**config.mk**
```make
export PLATFORM = sky130hd
export DESIGN_NAME = apb3_cmd_master
export DESIGN_NICKNAME = d
export VERILOG_FILES = /design/src/rtl/apb3_pkg.sv /design/src/rtl/apb3_timeout_cnt.sv /design/src/rtl/apb3_cmd_master.sv
export SDC_FILE = /design/constraint.sdc
export NUM_CORES = 1
export LEC_CHECK = 0
export CORE_ASPECT_RATIO = 1.75
export CORE_MARGIN = 2
export CORE_UTILIZATION = 43
export DETAILED_ROUTE_END_ITERATION = 16
export HOLD_SLACK_MARGIN = 0.02
export PLACE_DENSITY = 0.89
export SETUP_SLACK_MARGIN = 0.5
export SLEW_MARGIN = 0
export SYNTH_ARGS = -nofsm -noshare
export SYNTH_HDL_FRONTEND = slang
export SYNTH_SLANG_ARGS = --single-unit
export TNS_END_PERCENT = 5
```
**constraint.sdc**
```tcl
create_clock -name PCLK -period 4.15 [get_ports PCLK]
set_input_delay 0.83 -clock PCLK [delete_from_list [all_inputs] [get_ports PCLK]]
set_output_delay 0.83 -clock PCLK [all_outputs]
set_load 0.01 [all_outputs]
```
**src/rtl/apb3_pkg.sv**
```systemverilog
// rtl/apb3_pkg.sv - shared FSM state type and defaults for the APB3 command master
package apb3_pkg;

    localparam int TIMEOUT_CYCLES_DEF = 16;
    localparam int CNT_WIDTH_DEF      = 8;

    typedef enum logic [1:0] {
        ST_IDLE   = 2'd0,
        ST_SETUP  = 2'd1,
        ST_ACCESS = 2'd2,
        ST_RESP   = 2'd3
    } apb3_state_t;

endpackage

```
**src/rtl/apb3_timeout_cnt.sv**
```systemverilog
// rtl/apb3_timeout_cnt.sv - ACCESS-phase wait counter with expiry detect
module apb3_timeout_cnt #(
    parameter int CNT_WIDTH = 8
) (
    input  logic                 PCLK,
    input  logic                 PRESETn,
    input  logic                 clear,
    input  logic                 enable,
    input  logic [CNT_WIDTH-1:0] limit,
    output logic                 expired
);

    localparam logic [CNT_WIDTH-1:0] ONE = CNT_WIDTH'(1);

    logic [CNT_WIDTH-1:0] count_q;

    always_ff @(posedge PCLK) begin
        if (!PRESETn) begin
            count_q <= '0;
        end else if (clear) begin
            count_q <= '0;
        end else if (enable) begin
            count_q <= count_q + ONE;
        end
    end

    // Expires on the wait cycle whose increment would reach the limit; limit 0 never expires.
    assign expired = enable && (limit != '0) && (count_q == limit - ONE);

endmodule

```
**src/rtl/apb3_cmd_master.sv**
```systemverilog
// rtl/apb3_cmd_master.sv - command/response to APB3 master bridge with access timeout
module apb3_cmd_master
    import apb3_pkg::*;
#(
    parameter int TIMEOUT_CYCLES = TIMEOUT_CYCLES_DEF,
    parameter int CNT_WIDTH      = CNT_WIDTH_DEF
) (
    input  logic        PCLK,
    input  logic        PRESETn,
    input  logic        req_valid,
    output logic        req_ready,
    input  logic [31:0] req_addr,
    input  logic [31:0] req_wdata,
    input  logic        req_write,
    output logic        rsp_valid,
    input  logic        rsp_ready,
    output logic [31:0] rsp_rdata,
    output logic        rsp_err,
    output logic        rsp_timeout,
    output logic [31:0] PADDR,
    output logic [31:0] PWDATA,
    output logic        PWRITE,
    output logic        PSEL,
    output logic        PENABLE,
    input  logic [31:0] PRDATA,
    input  logic        PREADY,
    input  logic        PSLVERR
);

    localparam logic [CNT_WIDTH-1:0] LIMIT = CNT_WIDTH'(TIMEOUT_CYCLES);

    apb3_state_t state_q, state_d;
    logic        expired;

    apb3_timeout_cnt #(.CNT_WIDTH(CNT_WIDTH)) u_timeout (
        .PCLK    (PCLK),
        .PRESETn (PRESETn),
        .clear   (state_q == ST_SETUP),
        .enable  ((state_q == ST_ACCESS) && !PREADY),
        .limit   (LIMIT),
        .expired (expired)
    );

    always_ff @(posedge PCLK) begin
        if (!PRESETn) begin
            state_q <= ST_IDLE;
        end else begin
            state_q <= state_d;
        end
    end

    always_comb begin
        state_d = state_q;
        case (state_q)
            ST_IDLE:   if (req_valid) state_d = ST_SETUP;
            ST_SETUP:  state_d = ST_ACCESS;
            ST_ACCESS: if (PREADY || expired) state_d = ST_RESP;
            ST_RESP:   if (rsp_ready) state_d = ST_IDLE;
            default:   state_d = ST_IDLE;
        endcase
    end

    // Handshake and APB strobes decode straight from the state register.
    assign req_ready = (state_q == ST_IDLE);
    assign rsp_valid = (state_q == ST_RESP);
    assign PSEL      = (state_q == ST_SETUP) || (state_q == ST_ACCESS);
    assign PENABLE   = (state_q == ST_ACCESS);

    always_ff @(posedge PCLK) begin
        if (!PRESETn) begin
            PADDR       <= '0;
            PWDATA      <= '0;
            PWRITE      <= 1'b0;
            rsp_rdata   <= '0;
            rsp_err     <= 1'b0;
            rsp_timeout <= 1'b0;
        end else begin
            if (state_q == ST_IDLE && req_valid) begin
                PADDR  <= req_addr;
                PWDATA <= req_wdata;
                PWRITE <= req_write;
            end
            if (state_q == ST_ACCESS) begin
                // A ready slave wins over a timeout expiring in the same cycle.
                if (PREADY) begin
                    rsp_rdata   <= PWRITE ? 32'h0 : PRDATA;
                    rsp_err     <= PSLVERR;
                    rsp_timeout <= 1'b0;
                end else if (expired) begin
                    rsp_rdata   <= 32'h0;
                    rsp_err     <= 1'b1;
                    rsp_timeout <= 1'b1;
                end
            end
        end
    end

endmodule

```
==> results.yml, run 1 <==
clocking:
  root_buffer: "clkbuf_16"
  cts_max_level: 3
  hold_buffers: 0
  max-clock-path-buffers: 2
  clkSinkCount: 109
  path_clk_slew_ns: 0.07
  cts_tree: "yes"
  post_cts_resized: 0
  clkLatencyLatePin_ns: 0.34
  cts_setup_buffers: 0
  cts_made_buffers: 9
cells_and_area:
  fillers: 752
  multi_input_area_mm2: 0.00165
  fin_nets: 786
  area_growth_pct: 58.4
  regArea_mm2: 0.00218
  drive_above_1_share_pct: 4.10
  antenna_cells: 0
  postLayoutCoreUtil_pct: 70.2
  fin_area_mm2: 0.00638
run_status:
  status: "completed"
power:
  p_total_mw: 3.19
  combPwrFrac_pct: 31.8
  pwr_density_cell_mw_per_mm2: 499
  power_frac_clock_pct: 27.7
  swShare_pct: 30.1
  p_leak_nw: 2.31
  ir_worst_vdd_mv: 0.446
  intPower_mw: 2.23
  p_switching_mw: 0.960
  p_seq_share_pct: 40.5
critical_path:
  crit_slowest_cell: "clkdlybuf4s50_1"
  start_kind: "flip-flop"
  worstSetupPathType: "reg2out"
  rr_endpoint: "PWDATA[15]"
  r2r_cells: 5
  arrival_ns: 1.65
  crit_path_cell_trace: "inv_1, ha_1, clkdlybuf4s50_1"
  critPathMaxFanout: 4
  path_buf_inv: 2
  endpoint: "PSEL"
  worst-r2r-setup-slack_ns: 2.08
  cp.depth: 3
  setup.worst_path.end_class: "output pin"
  required_ns: 3.32
  max_stage_delay_ns: 0.55
  setup.worst_path.start: "state_q[0]"
  cpLargestDelayFamily: "buffers and inverters"
  reg2reg_from: "state_q[0]"
placed_design:
  hpwl_mm: 8.67
  numPortBuffers: 205
  placed_area_mm2: 0.00607
  dp_slack_ns: 1.45
  place.gp.congestion: 0.821
job:
  drv_cap: 0
timing:
  finalSetupTns_ns: 0
  relSlewSlack_pct: 24.2
  worst_pin_slew_ns: 1.14
  fin_skew_ns: 0.00695
  rsz0062_at_grt: "false"
  max_freq_ghz: 0.404
  layout_setup_ws_ns: 1.67
  timing.final.crit_share_pct: 59.7
  drv_slew: 0
  hold_viol_final: 0
  setup_viol: 0
  min_period_ns: 2.48
drt:
  wl_mm: 11.6
  ant_nets: 0
  routedWlPerCell_um: 14.5
  drcViolationCount: 0
  first_pass_iters: 5
  first_iter_violations: 165
  dr_total_vias: 4004
  viasPerCell: 4.99
synthesis:
  avgSynthCellArea_um2: 8.12
  synth_cells: 496
  synth.yosys.seq_area_share_pct: 54.2
  async_flop_share_pct: 0
  synth.distinct_cells: 36
  synth_nets: 604
  syn_area_mm2: 0.00403
  yosys_warnings: 0
  ys.flop_type: "dfxtp_1"
  synthTopCellsByArea: "dfxtp_1 (54%), nand2_1 (16%), a21oi_1 (8.7%), nand3_1 (4.1%), o21ai_0 (3.7%)"
  ys_ff_latch: 109
  yosys.area.top_type_share_pct: 54.2
  yosysMostFrequentCell: "nand2_1"
  ys_top_cells_by_count: "nand2_1 (168), dfxtp_1 (109), a21oi_1 (70)"
  synth_area_leader_cell: "dfxtp_1"
  synth-edff-count: 0
global_route:
  grt_pass1_wl_mm: 18.8
  grt-ovfl-total: 0
  grt_max_degree: 66
  track_usage_pct: 22.8
  grt_pass1_vias: 3901
  antenna_found_initial: 0
die:
  core_mm2: 0.00909
  die_x_um: 77.2
  die_y_um: 132
  num_io_pins: 206
  initial_core_util_pct: 44.3
  rows: 46
  dieArea_mm2: 0.0102
worst_hold_path:
  hold_class: "reg2reg"
## power by group through the flow
| stage | Combinational [mW] | Clock, mW | Sequential, mW |
|---|---|---|---|
| 3_5_place_dp | 1.02 | 0 | 1.31 |
| 4_1_cts | 1.03 | 0.908 | 1.29 |
| 2_1_floorplan | 0.456 | 0 | 1.37 |
| 6_report | 1.01 | 0.882 | 1.29 |
| 3_3_place_gp | 0.997 | 0 | 1.30 |
| 5_1_grt | 1.11 | 0.957 | 1.31 |
## logic make-up (layout without fill, tap and decap cells)
group | after synthesis | after routing | share of synthesized area [%]
AND/OR/NAND/NOR | 228 | 228 | 24.2
flip-flops | 109 | 109 | 54.2
AO/OA/AOI/OAI | 105 | 105 | 13.3
buffers and inverters | 41 | 228 | 5.00
XOR/XNOR | 7 | 7 | 1.52
adder cells (fa/ha/maj) | 5 | 5 | 1.55
multiplexers | 1 | 1 | 0.249
## cell type report
class                           instances  share of cell area [%]
Inverter                                4                   0.235
Tap cell                              120                    2.35
Multi-Input combinational cell        346                    25.9
Timing Repair Buffer                  208                    32.5
Clock inverter                          4                    1.14
Sequential cell                       109                    34.2
Clock buffer                           12                    3.71
## how the worst min path moves through the flow
| stage | cells past startpoint | slack, ns | endpoint | start |
|---|---|---|---|---|
| 2_1_floorplan | 2 | 0.47 | rsp_rdata[4] | rsp_rdata[4] |
| 3_3_place_gp | 2 | 0.44 | rsp_rdata[6] | rsp_rdata[6] |
| 3_5_place_dp | 2 | 0.44 | rsp_rdata[6] | rsp_rdata[6] |
| 4_1_cts | 2 | 0.45 | rsp_rdata[6] | rsp_rdata[6] |
| 5_1_grt | 2 | 0.47 | rsp_rdata[6] | rsp_rdata[6] |
| 6_report | 2 | 0.45 | rsp_rdata[6] | rsp_rdata[6] |
## per-layer routing
metal	GRT usage [%]	up-vias	routed length [µm]
met2	39.8	198	5910
met5	0	-	0
met3	7.47	32	1000
met1	24.0	1792	4280
met4	11.5	0	459
li1	-	1982	-
## tightest hold or removal path, delay by kind of cell, from the launching register on
family / cells / cell delay, ns
DFF: 1 / 0.31
AOI/OAI and AO/OA: 1 / 0.05
and+or+nand+nor: 1 / 0.05
## layout by cell type, fill, tap and decap left out, drive strengths merged
master         synthesis  routed
clkdlybuf4s50          0     205
nand2                169     169
dfxtp                109     109
a21oi                 71      71
nand3                 34      34
o21ai                 32      32
clkbuf                17      12
nor2                  10      10
xor2                   6       6
ha                     5       5
inv                    3       4
nand4                  3       3
buf                   20       3
and2                   2       2
nor3                   2       2
bufinv                 0       2
and3                   2       2
nor2b                  1       1
nor4                   1       1
and2b                  1       1
a21bo                  1       1
nand2b                 1       1
and4b                  1       1
mux2i                  1       1
xnor2                  1       1
a21o                   1       1
nand3b                 1       1
clkinv                 1       1
clkinvlp               0       1
## flip-flops by register name, summed over array words and instances, names as in the netlist
| signal | cells |
|---|---|
| PADDR | 32 |
| PWDATA | 32 |
| rsp_rdata | 32 |
| u_timeout.count_q | 8 |
| state_q | 2 |
| PWRITE | 1 |
| rsp_err | 1 |
| rsp_timeout | 1 |
## stage by stage
stage          hold slack [ns]  instances
2_1_floorplan            0.473        496
3_3_place_gp             0.440        787
3_5_place_dp             0.443        787
4_1_cts                  0.453        803
5_1_grt                  0.472        803
6_report                 0.451        803
Power figures use the tool's default switching activity.
==> run 2, diff against run 1 <==
Settings changed: CORE_UTILIZATION 43 to 40, PLACE_DENSITY 0.89 to 0.84.
Clock period 4.15 ns to 2.4 ns, I/O delays scaled along.
==> run 2 against run 1 <==
Against the previous run: global-route usage is 1.7 points lower; worst hold slack better by 0.00066 ns; non-clock buffer count is 4 higher; worst setup slack worse by 1.3 ns; first-iteration DRC count is 6.1% lower; sequential cell count stayed put; utilization is 4.7 points lower; combinational power is 85% higher; power is 72% higher; sequential power is 73% higher; via count is 0.25% higher.
==> results.yml, run 2 (synthesis results as in run 1) <==
run_status:
  status: "completed"
worst_hold_path:
  hold_class: "reg2reg"
cells_and_area:
  antenna_cells: 0
  fillers: 809
  mostFrequentLayoutCells: "clkdlybuf4s50_1 (203), nand2_1 (167), dfxtp_1 (107), a21oi_1 (70), nand3_1 (33)"
  fin_nets: 790
  drive_above_1_share_pct: 5.69
  final_common_cell: "clkdlybuf4s50_1"
  fin_area_mm2: 0.00645
  fin_cells: 811
  top_regs: "PADDR: 32 flops, PWDATA: 32 flops, rsp_rdata: 32 flops"
  postLayoutCoreUtil_pct: 65.5
  area_growth_pct: 60.2
power:
  swShare_pct: 31.2
  p_leak_nw: 2.36
  intPower_mw: 3.77
  power_frac_clock_pct: 25.1
  p_switching_mw: 1.71
  ir_worst_vdd_mv: 0.633
  pwr_density_cell_mw_per_mm2: 849
  p_seq_share_pct: 40.8
  combPwrFrac_pct: 34.1
timing:
  setup_viol: 0
  worst_pin_slew_ns: 0.465
  max_freq_ghz: 0.503
  rsz0062_at_grt: "true"
  finalSetupTns_ns: 0
  fin_skew_ns: 0.00661
  min_period_ns: 1.99
  drv_slew: 0
  relSlewSlack_pct: 68.9
  timing.final.crit_share_pct: 82.9
  layout_setup_ws_ns: 0.412
  hold_viol_final: 0
die:
  die_x_um: 79.9
  rows: 48
  num_io_pins: 206
  dieArea_mm2: 0.0109
  die_y_um: 137
  core_mm2: 0.00985
  initial_core_util_pct: 40.9
critical_path:
  arrival_ns: 1.51
  worst-r2r-setup-slack_ns: 0.68
  setup.worst_path.end_class: "output pin"
  critPathMaxFanout: 5
  start_kind: "flip-flop"
  required_ns: 1.92
  worstSetupPathType: "reg2out"
placed_design:
  numPortBuffers: 205
  place.gp.congestion: 0.744
  placedCellCount: 796
  dp_slack_ns: 0.278
  hpwl_mm: 8.47
  placed_area_mm2: 0.00615
clocking:
  cts_tree: "yes"
  max-clock-path-buffers: 2
  clkLatencyLatePin_ns: 0.34
  path_clk_slew_ns: 0.07
  clkSinkCount: 109
  root_buffer: "clkbuf_16"
  cts_made_buffers: 9
  cts_max_level: 3
global_route:
  grt-ovfl-total: 0
  grt_max_degree: 67
  antenna_found_initial: 0
  grt_pass1_wl_mm: 18.2
  track_usage_pct: 21.1
  grt_pass1_vias: 3923
drt:
  dr_total_vias: 4014
  first_iter_violations: 155
  ant_nets: 0
  drcViolationCount: 0
  first_pass_iters: 4
  wl_mm: 11.5
  viasPerCell: 4.95
  routedWlPerCell_um: 14.2
job:
  drv_cap: 0
-- run 2: power by group through the flow --
stage | clock network (mW) | registers [mW] | logic, mW
after floorplan | 0 | 2.37 | 0.788
after detailed placement | 0 | 2.27 | 1.84
after global placement | 0 | 2.25 | 1.80
after global routing | 1.49 | 2.27 | 2.04
final | 1.38 | 2.23 | 1.87
after CTS | 1.42 | 2.23 | 1.84
-- run 2: final timing paths --
check	from	endpoint	cells after the start
setup / recovery	state_q[0]	req_ready	3
hold / removal	rsp_rdata[6]	rsp_rdata[6]	2
setup reg to reg	state_q[0]	rsp_rdata[26]	6
hold reg to reg	rsp_rdata[6]	rsp_rdata[6]	2
-- run 2: critical path, cell delays in order, from the launching register on --
cell,delay [ns]
dfxtp_2,0.34
inv_2,0.11
ha_4,0.18
clkdlybuf4s50_1,0.54
-- run 2: what timing repair did --
action | 4_1_cts | 5_1_grt
hold buffers | 0 | 0
resized for setup | 2 | 8
endpoints found under the setup margin | 4 | 35
setup buffers | 0 | 0
-- run 2: metal layers --
| layer | GRT usage (%) | vias up | routed length (µm) | share of wire, % |
|---|---|---|---|---|
| li1 | - | 1986 | - | - |
| met1 | 22.4 | 1839 | 4290 | 37 |
| met2 | 37.9 | 167 | 6070 | 53 |
| met3 | 6.40 | 22 | 880 | 7.6 |
| met4 | 9.13 | 0 | 305 | 2.6 |
| met5 | 0 | - | 0 | 0 |
-- run 2: layout make-up --
cell class | count | area [µm²] | share of cell area (%)
sequential | 109 | 2180 | 33.9
timing repair buffer | 212 | 2140 | 33.2
multi-input combinational | 346 | 1680 | 26.0
clock buffer | 12 | 256 | 3.98
tap | 125 | 156 | 2.42
clock inverter | 3 | 21.3 | 0.330
inverter | 4 | 15.0 | 0.233
-- run 2: per-stage QoR --
step	hold WS, ns	total power, mW
2_1_floorplan	0.473	3.16
4_1_cts	0.452	5.49
5_1_grt	0.471	5.80
3_5_place_dp	0.443	4.10
3_3_place_gp	0.438	4.05
6_report	0.451	5.48
